File: src/rtl/shift_sequencer_pkg.sv
// Shared definitions for the multi-position shift sequencer: shift-type
// encoding, FSM states and small decode helpers.
package shift_sequencer_pkg;

  typedef enum logic [2:0] {
    SHIFT_NONE = 3'b000,
    SHIFT_ROL  = 3'b001,
    SHIFT_ROR  = 3'b010,
    SHIFT_LSL  = 3'b011,
    SHIFT_ASR  = 3'b100,
    SHIFT_LSR  = 3'b101
  } shift_type_e;

  typedef enum logic [1:0] {
    S_IDLE  = 2'b00,
    S_SHIFT = 2'b01,
    S_DONE  = 2'b10
  } state_e;

  // 110/111 are reserved and behave as no shift.
  function automatic logic is_none(input logic [2:0] t);
    return !(t inside {SHIFT_ROL, SHIFT_ROR, SHIFT_LSL, SHIFT_ASR, SHIFT_LSR});
  endfunction

  function automatic logic carry_from_msb(input logic [2:0] t);
    return (t == SHIFT_ROL) || (t == SHIFT_LSL);
  endfunction

endpackage

File: src/rtl/shift_sequencer_if.sv
// Request/response bundle between the multicycle control FSM (master) and
// the shift sequencer (slave).
interface shift_sequencer_if #(
  parameter int unsigned WIDTH = 8,
  parameter int unsigned AMT_W = 3
);
  logic             start;
  logic [2:0]       shift_type;
  logic [AMT_W-1:0] shamt;
  logic [WIDTH-1:0] operand;
  logic             busy;
  logic             done;
  logic [WIDTH-1:0] result;
  logic             carry_out;
  logic             zero;
  logic             negative;

  modport master (
    output start, shift_type, shamt, operand,
    input  busy, done, result, carry_out, zero, negative
  );

  modport slave (
    input  start, shift_type, shamt, operand,
    output busy, done, result, carry_out, zero, negative
  );
endinterface

File: src/rtl/shift_sequencer_step.sv
// Single-step shifter: one bit of rotate/shift per use, combinational.
module Shifter
  import shift_sequencer_pkg::*;
#(
  parameter int unsigned WIDTH = 8
) (
  input  logic [WIDTH-1:0] In,
  input  logic [2:0]       ShiftType,
  output logic [WIDTH-1:0] Out
);

  always_comb begin
    Out = In;
    case (ShiftType)
      SHIFT_ROL: Out = {In[WIDTH-2:0], In[WIDTH-1]};
      SHIFT_ROR: Out = {In[0], In[WIDTH-1:1]};
      SHIFT_LSL: Out = {In[WIDTH-2:0], 1'b0};
      SHIFT_ASR: Out = {In[WIDTH-1], In[WIDTH-1:1]};
      SHIFT_LSR: Out = {1'b0, In[WIDTH-1:1]};
      default:   Out = In;
    endcase
  end

endmodule

File: src/rtl/shift_sequencer.sv
// Multi-position shift/rotate sequencer: latches a request and applies one
// single-bit step per clock, then reports result and flags with a done pulse.
module shift_sequencer
  import shift_sequencer_pkg::*;
#(
  parameter int unsigned WIDTH = 8,
  parameter int unsigned AMT_W = 3
) (
  input  logic             clk,
  input  logic             reset,
  shift_sequencer_if.slave bus
);

  state_e           state_q;
  logic [WIDTH-1:0] acc_q;
  logic [2:0]       typ_q;
  logic [AMT_W-1:0] cnt_q;
  logic [WIDTH-1:0] step_out;
  logic             busy_q;
  logic             done_q;
  logic [WIDTH-1:0] result_q;
  logic             carry_q;
  logic             zero_q;
  logic             neg_q;

  Shifter #(.WIDTH(WIDTH)) u_step (
    .In        (acc_q),
    .ShiftType (typ_q),
    .Out       (step_out)
  );

  always_ff @(posedge clk or posedge reset) begin
    if (reset) begin
      state_q  <= S_IDLE;
      acc_q    <= '0;
      typ_q    <= '0;
      cnt_q    <= '0;
      busy_q   <= 1'b0;
      done_q   <= 1'b0;
      result_q <= '0;
      carry_q  <= 1'b0;
      zero_q   <= 1'b0;
      neg_q    <= 1'b0;
    end else begin
      case (state_q)
        S_IDLE: begin
          done_q <= 1'b0;
          if (bus.start) begin
            acc_q <= bus.operand;
            typ_q <= bus.shift_type;
            cnt_q <= bus.shamt;
            // Zero-step requests bypass SHIFT so cnt never underflows.
            if (bus.shamt == '0 || is_none(bus.shift_type)) begin
              result_q <= bus.operand;
              carry_q  <= 1'b0;
              zero_q   <= (bus.operand == '0);
              neg_q    <= bus.operand[WIDTH-1];
              done_q   <= 1'b1;
              state_q  <= S_DONE;
            end else begin
              busy_q  <= 1'b1;
              state_q <= S_SHIFT;
            end
          end
        end
        S_SHIFT: begin
          acc_q   <= step_out;
          carry_q <= carry_from_msb(typ_q) ? acc_q[WIDTH-1] : acc_q[0];
          cnt_q   <= cnt_q - AMT_W'(1);
          if (cnt_q == AMT_W'(1)) begin
            result_q <= step_out;
            zero_q   <= (step_out == '0);
            neg_q    <= step_out[WIDTH-1];
            busy_q   <= 1'b0;
            done_q   <= 1'b1;
            state_q  <= S_DONE;
          end
        end
        S_DONE: begin
          done_q  <= 1'b0;
          state_q <= S_IDLE;
        end
        default: begin
          busy_q  <= 1'b0;
          done_q  <= 1'b0;
          state_q <= S_IDLE;
        end
      endcase
    end
  end

  assign bus.busy      = busy_q;
  assign bus.done      = done_q;
  assign bus.result    = result_q;
  assign bus.carry_out = carry_q;
  assign bus.zero      = zero_q;
  assign bus.negative  = neg_q;

endmodule
File: src/flat_wrapper.sv
// flat-port wrapper written by rule: the top's interface ports become plain ports
module shift_sequencer_flat import shift_sequencer_pkg::*;
#(
  parameter int unsigned WIDTH = 8,
  parameter int unsigned AMT_W = 3
)
  (clk, reset, bus_start, bus_shift_type, bus_shamt, bus_operand, bus_busy, bus_done, bus_result, bus_carry_out, bus_zero, bus_negative);
  shift_sequencer_if #(.WIDTH(WIDTH), .AMT_W(AMT_W)) bus_i ();
  input  logic clk;
  input  logic reset;
  input wire logic [$bits(bus_i.start)-1:0] bus_start;
  input wire logic [$bits(bus_i.shift_type)-1:0] bus_shift_type;
  input wire logic [$bits(bus_i.shamt)-1:0] bus_shamt;
  input wire logic [$bits(bus_i.operand)-1:0] bus_operand;
  output wire logic [$bits(bus_i.busy)-1:0] bus_busy;
  output wire logic [$bits(bus_i.done)-1:0] bus_done;
  output wire logic [$bits(bus_i.result)-1:0] bus_result;
  output wire logic [$bits(bus_i.carry_out)-1:0] bus_carry_out;
  output wire logic [$bits(bus_i.zero)-1:0] bus_zero;
  output wire logic [$bits(bus_i.negative)-1:0] bus_negative;
  assign bus_i.start = bus_start;
  assign bus_i.shift_type = bus_shift_type;
  assign bus_i.shamt = bus_shamt;
  assign bus_i.operand = bus_operand;
  assign bus_busy = bus_i.busy;
  assign bus_done = bus_i.done;
  assign bus_result = bus_i.result;
  assign bus_carry_out = bus_i.carry_out;
  assign bus_zero = bus_i.zero;
  assign bus_negative = bus_i.negative;
  shift_sequencer #(.WIDTH(WIDTH), .AMT_W(AMT_W)) u_core (.clk(clk), .reset(reset), .bus(bus_i));
endmodule
File: config.mk
export PLATFORM = sky130hd
export DESIGN_NAME = shift_sequencer_flat
export DESIGN_NICKNAME = d
export VERILOG_FILES = /design/src/rtl/shift_sequencer_pkg.sv /design/src/rtl/shift_sequencer_if.sv /design/src/rtl/shift_sequencer_step.sv /design/src/rtl/shift_sequencer.sv /design/src/flat_wrapper.sv
export SDC_FILE = /design/constraint.sdc
export NUM_CORES = 1
export LEC_CHECK = 0
export ABC_AREA = 1
export CAP_MARGIN = 20
export CORE_ASPECT_RATIO = 1.25
export CORE_MARGIN = 10
export CORE_UTILIZATION = 53
export CTS_CLUSTER_DIAMETER = 50
export CTS_CLUSTER_SIZE = 8
export DETAILED_ROUTE_END_ITERATION = 8
export PLACE_DENSITY = 0.9
export SYNTH_ARGS = -nofsm -noshare
export SYNTH_HDL_FRONTEND = slang
export SYNTH_HIERARCHICAL = 1
export SYNTH_SLANG_ARGS = --single-unit
File: constraint.sdc
create_clock -name clk -period 2.1 [get_ports clk]
set_clock_uncertainty 0.2 [all_clocks]
set_input_delay 0.21 -clock clk [delete_from_list [all_inputs] [get_ports clk]]
set_output_delay 0.21 -clock clk [all_outputs]
set_load 0.01 [all_outputs]
==> metrics.md, run 1 <==
| Metric | Value |
|---|---|
| Die Wd | `72.9 um` |
| HPWL after DPL | `3620 um` |
| RR Startpoint | `u_core/typ_q[1]` |
| Cell chain of the critical path | `inv_2 > nand2_1 > o21ai_0 > nand2_1 > nand3_1 > inv_1 > nand2_1 > nor2_1 > nand3_1 > nand2_1 > nand3_1 > nand2_1` |
| Synth area leaders | `dfrtp_1, nand2_1, nand4_1` |
| Pin count of the biggest net entering global routing | `29` |
| WL final | `5020 um` |
| H-Tree Depth | `1` |
| Leak | `0.00115 uW` |
| DRT Pass-1 Iters | `6` |
| Total routing usage reported by global routing | `15.9%` |
| First-pass GRT wire length | `8400 um` |
| Mapped Cells | `269` |
| Multi-input logic area | `972 um2` |
| Final GP Congestion | `0.944` |
| Avg WL per Cell | `15.0 um` |
| Vias post-DR | `1,976` |
| Crit path time final | `1.97 ns` |
| Max Clock Freq | `507 MHz` |
| CTS root buffer | `clkbuf_8` |
| Most common cell after layout, fill and taps aside | `nand2_1` |
| Max-cap violation count | `0` |
| Hold_buf cts | `0` |
| Port-buffer cells | `29` |
| Worst-Margin Slew | `0.418 ns` |
| Simple-Gate Fraction of Synth Area | `43.4%` |
| DR DRC count | `0` |
| YS warnings | `6` |
| Clock Latency Late Sink | `0.28 ns` |
| Critical Path RT | `2.12 ns` |
| Initial antenna violation count | `0` |
| Final setup fails | `0` |
| Clk sink count | `28` |
| P&R area growth vs syn | `20.4%` |
| CTS tree | `yes` |
| Post-synth cell types | `25` |
| Vias/cell | `5.88` |
| Cell family with most CP delay | `simple AND/OR/NAND/NOR gates` |
| Synth Area in Adders | `1.35%` |
| Starting Density | `54.2%` |
| Register area | `703 um2` |
| TNS Setup | `0 ns` |
| Max transition margin | `72.1%` |
| R2R Setup Slk | `0.13 ns` |
| Pins Over Slew Limit | `0` |
| Initial DRC Count | `231` |
| #FFs+latches synth | `28` |
| Vias in the first global route | `1,820` |
| Unrepaired setup endpoints after global routing | `no` |
| Core Box Area | `3420 um2` |
| Die area | `6290 um2` |
| CP Buf/Inv Count | `2` |
| Synth top area share | `37.7%` |
| Standard-cell rows | `24` |
| CP Capture Type | `register` |
| Slowest stage delay, CP | `0.51 ns` |
| Post-DRT Antenna Nets | `0` |
| Pwr Total | `3640 uW` |
| Largest family of logic cells by synthesized area | `simple AND/OR/NAND/NOR gates` |
| Worst-path maximum fanout | `13` |
| Final Hold Violating Endpoints | `0` |
| Worst hold path type | `in2async` |
| Total CTS buffers | `3` |
| # nets final | `317` |
| Pwr dens | `1630 nW/um2` |
| Avg Synthesized Cell Area | `6.90 um2` |
| CP arrival | `1.99 ns` |
| Post-Synth XOR/XNOR Area | `0.472%` |
| Mapped Nets | `288` |
| Most numerous cell on the critical path | `nand2_1` |
| Outcome | `completed` |
| Grt ovf | `0` |
| Share of cells above drive strength 1 | `8.08%` |
| Mux contribution to synthesized area | `0%` |
| Hold_ws | `0.0939 ns` |
| I/O Pins | `30` |
| Die height | `86.2 um` |
| Reg-to-Reg End | `u_core/bus.zero` |
| # diodes | `0` |
| Setup CP Type | `reg2reg` |
| Worst-path clk slew | `0.10 ns` |
| Peak VDD IR | `1.07 mV` |
| Worst path slowest cell | `dfrtp_2` |
| Compound-Gate Fraction of Synth Area | `7.14%` |
| Post-layout util | `65.3%` |
| Reg2Reg Depth | `12` |
| Final Cycle Share | `93.8%` |
| Mapped Area | `1860 um2` |
| Layout fillers | `285` |
| CTS max path bufs | `2` |
| Area leader, netlist | `dfrtp_1` |
| Sequential-to-total area share from yosys stat | `37.7%` |
| Most frequent cells in the layout | `nand2_1, clkdlybuf4s50_1, nand4_1, nand3_1, dfrtp_1` |
| Worst Setup Start Kind | `register` |
[per-stage QoR]
step	instances	cell area, um2	setup slack, ns
after floorplan	269	1860	0.449
after global placement	332	2160	0.188
after detailed placement	332	2160	0.177
after CTS	336	2230	0.0748
after global routing	336	2240	0.00697
final	336	2240	0.129
[flip-flops by register name (all words and copies together) (netlist names)]
name / count
u_core/cnt_q: 3
u_core/bus.result: 8
u_core/bus.done: 1
u_core/bus.busy: 1
u_core/state_q: 2
u_core/bus.zero: 1
u_core/typ_q: 3
u_core/acc_q: 8
u_core/bus.carry_out: 1
[what timing repair did]
action	4_1_cts	5_1_grt
endpoints found under the setup margin	0	6
buffers inserted	0	0
hold endpoints to repair	0	0
gates resized for setup	0	3
[power breakdown]
part	switching (uW)	total, uW	internal, uW
Combinational	1310	2090	776
Sequential	317	1120	800
Clock	175	431	255
[cell families after synthesis]
logic type	count (synthesis)
buf+inv	38
xor+xnor	1
flops	28
fa+ha+maj	2
simple gates	179
compound gates	21
[Yosys cell counts]
cell type   n
o21a_1      1
nand2_1    97
o21ai_0    15
ha_1        2
o211ai_1    1
nor2_1     19
buf_4       3
buf_6       3
nand2_2     3
nor2_2      2
nand2_4     1
a21oi_1     2
nand4_1    27
nand2b_1    1
nor3_1      1
o21ai_4     1
xor2_1      1
inv_2       2
dfrtp_1    28
inv_1      24
buf_2       6
a21oi_4     1
nand3_1    26
nor2_4      1
and2_1      1
[worst reg2reg max path: stages, from the launching register on]
cell and delay [ns]:
dfrtp_2 0.51, inv_2 0.11, nand2_1 0.23, o21ai_0 0.15, nand2_1 0.08, nand3_1 0.06, inv_1 0.09, nand2_1 0.08
nor2_1 0.11, nand3_1 0.08, nand2_1 0.08, nand3_1 0.06, nand2_1 0.07
[worst max path at each step]
stage / from / endpoint / slack [ns] / depth (start not counted)
floorplan: u_core/typ_q[0] / u_core/bus.zero / 0.45 / 13
global placement: u_core/typ_q[1] / u_core/bus.zero / 0.19 / 12
detailed placement: u_core/typ_q[1] / u_core/bus.zero / 0.18 / 12
CTS: u_core/typ_q[1] / u_core/bus.zero / 0.07 / 12
global route: u_core/typ_q[1] / u_core/bus.zero / 0.007 / 12
finish: u_core/typ_q[1] / u_core/bus.zero / 0.13 / 12
[routing by layer]
| metal | wire, um | track usage, % |
|---|---|---|
| met5 | 0 | 0 |
| met3 | 447 | 3.55 |
| met4 | 92 | 5.02 |
| met1 | 1960 | 18.3 |
| met2 | 2530 | 28.0 |
[layout make-up]
class                   count  share of cell area (%)
clock buffers               3                    1.85
clock inverters             1                    1.34
inverters                  26                    4.36
multi-input cells         203                    43.5
flip-flops and latches     28                    31.4
well taps                  39                    2.18
repair buffers             36                    15.3
(Power assumes the default switching activity.)
==> inputs of run 2 (changes only) <==
- SETUP_SLACK_MARGIN: unset -> 0.2
==> run 2 against run 1 <==
Critical path depth is the same. Non-clock buffer count grew 5. Worst hold slack lost 0.0038 ns. Power up 2.8%. Sequential power about the same. First-iteration DRC count fell by 8.7%. Wire length increased by 3.1%. Clock power barely moved. Register-to-register slack better by 0.11 ns. Worst setup slack improved by 0.11 ns. Critical endpoint unchanged. Largest cell class unchanged. Highest routed layer unchanged.
==> metrics.md, run 2 (synthesized netlist as in run 1, its figures left out) <==
| Metric | Value |
|---|---|
| Worst-path clk slew | `0.10 ns` |
| Clock Latency Late Sink | `0.28 ns` |
| Unrepaired setup endpoints after global routing | `yes` |
| Pins Over Slew Limit | `0` |
| Total CTS buffers | `3` |
| Peak VDD IR | `1.10 mV` |
| Worst Setup Start Kind | `register` |
| Starting Density | `54.2%` |
| I/O Pins | `30` |
| DRT Pass-1 Iters | `6` |
| Share of cells above drive strength 1 | `9.93%` |
| Pwr dens | `1640 nW/um2` |
| Final setup fails | `0` |
| CP Buf/Inv Count | `2` |
| Worst path slowest cell | `dfrtp_2` |
| Grt ovf | `0` |
| First-pass GRT wire length | `8400 um` |
| CP Capture Type | `register` |
| Cell family with most CP delay | `simple AND/OR/NAND/NOR gates` |
| P&R area growth vs syn | `22.8%` |
| CP arrival | `1.89 ns` |
| Worst hold path type | `in2async` |
| Crit path time final | `1.86 ns` |
| Slowest stage delay, CP | `0.50 ns` |
| HPWL after DPL | `3620 um` |
| Leak | `0.00118 uW` |
| Critical Path RT | `2.12 ns` |
| CTS tree | `yes` |
| Net Switching | `1850 uW` |
| Final Cycle Share | `88.8%` |
| Worst-Margin Slew | `0.429 ns` |
| Hold_ws | `0.0901 ns` |
| Clk sink count | `28` |
| # diodes | `0` |
| Pin count of the biggest net entering global routing | `29` |
| WL final | `5180 um` |
| H-Tree Depth | `1` |
| Area after DPL | `2160 um2` |
| Avg WL per Cell | `15.2 um` |
| CTS max path bufs | `2` |
| Max-cap violation count | `0` |
| CTS root buffer | `clkbuf_8` |
| Core Box Area | `3420 um2` |
| Standard-cell rows | `24` |
| Layout fillers | `282` |
| Setup CP Type | `reg2reg` |
| Placed Cells incl. Taps | `332` |
| Final Hold Violating Endpoints | `0` |
| Hold_buf cts | `0` |
| Vias/cell | `5.82` |
| Int Pwr | `1890 uW` |
| Die height | `86.2 um` |
| Most frequent cells in the layout | `nand2_1, clkdlybuf4s50_1, nand4_1, nand3_1, dfrtp_1` |
| Initial antenna violation count | `0` |
| Clock power share | `11.5%` |
| Multi-input logic area | `980 um2` |
| Cell chain of the critical path | `buf_4 > nand4_1 > nand2_1 > nor2_1 > nand3_1 > inv_1 > nand2_1 > nor2_1 > nand3_1 > nand2_1 > nand3_1 > nand2_1` |
| DR DRC count | `0` |
| Final GP Congestion | `0.944` |
| Register area | `703 um2` |
| Total routing usage reported by global routing | `15.9%` |
| Outcome | `completed` |
| Vias in the first global route | `1,820` |
| Switching part of the total | `49.4%` |
| Worst-path maximum fanout | `10` |
| # nets final | `322` |
| Non-filler instance count after layout | `341` |
| Initial DRC Count | `211` |
| Die Wd | `72.9 um` |
| Port-buffer cells | `29` |
| Vias post-DR | `1,986` |
| TNS Setup | `0 ns` |
| Post-route cell area | `2280 um2` |
| Max Clock Freq | `536 MHz` |
| Die area | `6290 um2` |
| Most numerous cell on the critical path | `nand2_1` |
| Comb power frac | `59.1%` |
| Max transition margin | `71.4%` |
| Sequential share of power | `29.4%` |
| Post-DRT Antenna Nets | `0` |
| Most common cell after layout, fill and taps aside | `nand2_1` |
run 2: power by group through the flow:
| stage | clock network (uW) | logic [uW] | registers, uW |
|---|---|---|---|
| 5_1_grt | 456 | 2400 | 1130 |
| 3_3_place_gp | 0 | 1940 | 1100 |
| 6_report | 431 | 2210 | 1100 |
| 4_1_cts | 430 | 2050 | 1110 |
| 3_5_place_dp | 0 | 2000 | 1110 |
| 2_1_floorplan | 0 | 1460 | 1050 |
run 2: path summary, 6_finish.rpt:
| check | depth (start not counted) | from | end | slack (ns) |
|---|---|---|---|---|
| max | 12 | u_core/typ_q[1] | u_core/bus.zero | 0.24 |
| min | 3 | reset | u_core/bus.result[5] | 0.09 |
| max reg2reg | 12 | u_core/typ_q[1] | u_core/bus.zero | 0.24 |
| min reg2reg | 2 | u_core/bus.result[4] | u_core/bus.result[4] | 0.28 |
| max in group asynchronous | 3 | reset | u_core/typ_q[0] | 1.33 |
| min in group clk | 2 | u_core/bus.result[4] | u_core/bus.result[4] | 0.28 |
run 2: what timing repair did:
item | in CTS | in global routing
resized for setup | 3 | 3
endpoints found under the setup margin | 8 | 9
gates cloned | 0 | 0
buffers inserted | 0 | 5
run 2: cell type report:
type,instances,share of cell area (%)
tap,39,2.14
inverter,26,4.28
timing repair buffer,41,16.7
clock buffer,3,1.81
multi-input combinational,203,43.0
clock inverter,1,1.32
sequential,28,30.8
run 2: layer usage:
| metal | global-route usage (%) | share of wire, % | vias up |
|---|---|---|---|
| met5 | 0 | 0 | - |
| met4 | 5.02 | 1.9 | 0 |
| met3 | 3.55 | 8.7 | 20 |
| met2 | 28.0 | 50 | 123 |
| met1 | 18.3 | 39 | 900 |
| li1 | - | - | 943 |
run 2: stage by stage:
stage                     power [uW]  util [%]  worst slack [ns]
after floorplan                 2510         -             0.449
final                           3740      66.6             0.236
after global placement          3040      63.2             0.188
after global routing            3990      66.6             0.153
after detailed placement        3110      63.2             0.177
after CTS                       3590      65.3             0.204
run 2: tightest hold or removal path, delay by kind of cell:
family	cells	cell delay (ns)
buffers and inverters	3	0.77
==> inputs of run 3 (changes only) <==
- CORE_UTILIZATION: 53 -> 51
- SYNTH_HIERARCHICAL: 1 -> unset
==> run 3 against run 2 <==
Worst hold slack worse by 0.064 ns. Sequential share of layout area is 5.4 points higher. Synthesized area is 15% lower. Wire length is 33% lower. Clock-buffer cell count is 1 higher. Critical path depth is 4 lower. Global-route usage is 3.7 points lower. Via count is 29% lower. Non-clock buffer count is 11 lower. Synthesized cell count is 23% lower. Largest cell class unchanged. Highest routed layer unchanged.
==> metrics.md, run 3 <==
| Metric | Value |
|---|---|
| Count leader, synth | `nand2_1` |
| HPWL after DPL | `2710 um` |
| Clock Latency Late Sink | `0.33 ns` |
| Port-buffer cells | `29` |
| Most frequent cells in the layout | `nand2_1, clkdlybuf4s50_1, dfrtp_1, o21ai_0, nor2_1` |
| WL final | `3480 um` |
| Most numerous cell on the critical path | `nand2_1` |
| DRT Pass-1 Iters | `4` |
| Vias in the first global route | `1,392` |
| CTS tree | `yes` |
| Most common cell after layout, fill and taps aside | `nand2_1` |
| Worst-path maximum fanout | `19` |
| # diodes | `0` |
| Crit path time final | `1.73 ns` |
| Synth area leaders | `dfrtp_1, nand2_1, o21ai_0` |
| #FFs+latches synth | `28` |
| Area after DPL | `1900 um2` |
| Avg Synthesized Cell Area | `7.67 um2` |
| Max-cap violation count | `0` |
| Critical Path RT | `2.14 ns` |
| Vias post-DR | `1,413` |
| Compound-Gate Fraction of Synth Area | `14.2%` |
| Post-CTS Resized | `0` |
| Standard-cell rows | `22` |
| Worst path slowest cell | `dfrtp_1` |
| Outcome | `completed` |
| Hold_ws | `0.0258 ns` |
| Post-route cell area | `1930 um2` |
| Post-synth cell types | `29` |
| H-Tree Depth | `1` |
| # nets final | `256` |
| Mapped Cells | `206` |
| Met2 wire len | `1690 um` |
| Post-synth ARST share | `100%` |
| Core Box Area | `2950 um2` |
| Worst-path clk slew | `0.14 ns` |
| Cell family with most CP delay | `simple AND/OR/NAND/NOR gates` |
| Leak | `0.000945 uW` |
| Pins Over Slew Limit | `0` |
| Final Cycle Share | `82.2%` |
| Initial antenna violation count | `0` |
| CP Capture Type | `register` |
| I/O Pins | `30` |
| Area leader, netlist | `dfrtp_1` |
| Final GP Congestion | `0.862` |
| Total routing usage reported by global routing | `12.2%` |
| Layout fillers | `221` |
| Pwr dens | `1590 nW/um2` |
| Worst Setup Start Kind | `register` |
| Post-CTS Setup Repair Bufs | `0` |
| Die height | `82.2 um` |
| Sequential-to-total area share from yosys stat | `44.3%` |
| Mux contribution to synthesized area | `0%` |
| TNS Setup | `0 ns` |
| Clk sink count | `28` |
| P&R area growth vs syn | `22.2%` |
| Post-DRT Antenna Nets | `0` |
| Vias/cell | `5.19` |
| Avg WL per Cell | `12.8 um` |
| Starting Density | `53.7%` |
| CP arrival | `1.77 ns` |
| Peak VDD IR | `0.855 mV` |
| Synth top cells by count | `nand2_1, dfrtp_1, o21ai_0, nor2_1, inv_1` |
| Primary FF master, synth | `dfrtp_1` |
| Die Wd | `69.8 um` |
| Post-synth EDFFs | `0` |
| Met3 WL post-DR | `138 um` |
| Total CTS buffers | `3` |
| Final Hold Violating Endpoints | `0` |
| First-pass GRT wire length | `6010 um` |
| Hold_buf cts | `0` |
| Post-Synth XOR/XNOR Area | `0%` |
| Max Clock Freq | `580 MHz` |
| CTS root buffer | `clkbuf_4` |
| Unrepaired setup endpoints after global routing | `no` |
| Mapped Nets | `225` |
| Pwr Total | `3080 uW` |
| Max transition margin | `76.2%` |
| Worst hold path type | `in2async` |
| Synth Area in Adders | `1.58%` |
| CTS max path bufs | `2` |
| Final setup fails | `0` |
| Pin count of the biggest net entering global routing | `29` |
| Cell chain of the critical path | `nor2_8 > inv_4 > a21oi_4 > inv_2 > nand3_4 > inv_1 > nand2_1 > nand2_1` |
| Largest family of logic cells by synthesized area | `simple AND/OR/NAND/NOR gates` |
| Slowest stage delay, CP | `0.47 ns` |
| DR DRC count | `0` |
| Multi-input logic area | `757 um2` |
| Die area | `5740 um2` |
| Share of cells above drive strength 1 | `10.2%` |
| Mapped Area | `1580 um2` |
| Register area | `701 um2` |
| Top Metal Used | `met4` |
| Setup CP Type | `reg2reg` |
| Initial DRC Count | `67` |
| CP Buf/Inv Count | `3` |
| Worst-Margin Slew | `0.357 ns` |
| Metal-1 WL | `1600 um` |
| YS warnings | `0` |
| Simple-Gate Fraction of Synth Area | `32.1%` |
| Grt ovf | `0` |
| Synth top area share | `44.3%` |
run 3: worst reg2reg max path, cell delays in order (launching register included):
cell,delay [ns]
dfrtp_1,0.47
nor2_8,0.28
inv_4,0.11
a21oi_4,0.15
inv_2,0.07
nand3_4,0.18
inv_1,0.08
nand2_1,0.06
nand2_1,0.04
run 3: path summary, 6_finish.rpt:
| path | from | to | slack [ns] | cells past startpoint |
|---|---|---|---|---|
| max in group asynchronous | reset | u_core.state_q[0] | 1.42 | 3 |
| max reg2reg | u_core.state_q[1] | u_core.bus.result[7] | 0.37 | 8 |
| min in group clk | bus_shift_type[0] | u_core.typ_q[0] | 0.27 | 3 |
| min | reset | u_core.bus.result[3] | 0.03 | 3 |
| max | u_core.state_q[1] | u_core.bus.result[7] | 0.37 | 8 |
| min reg2reg | u_core.bus.done | u_core.bus.done | 0.31 | 2 |
run 3: power by group:
part	total, uW	internal, uW	switching [uW]
registers	1030	810	223
clock network	259	106	153
logic	1780	702	1080
total	3080	1620	1460
run 3: logic make-up after synthesis:
family	count (synthesis)
AOI/OAI and AO/OA	40
and+or+nand+nor	108
adders and majority gates	2
buffers and inverters	28
DFF	28
run 3: through the flow:
step	setup WS [ns]	util, %	std cells
after floorplan	0.616	-	206
after global placement	0.269	64.4	268
after detailed placement	0.211	64.4	268
after CTS	0.384	65.6	272
after global routing	0.239	65.6	272
final	0.374	65.6	272
run 3: area by class of cell:
class	count	area share (%)
Timing Repair Buffer	30	15.4
Sequential cell	28	36.3
Inverter	24	4.92
Tap cell	36	2.33
Clock buffer	4	1.88
Multi-Input combinational cell	150	39.2
run 3: routing by layer:
metal | track usage, % | vias to the layer above
met3 | 2.63 | 5
met4 | 3.75 | 0
met2 | 20.5 | 40
met5 | 0 | -
li1 | - | 716
met1 | 15.3 | 652
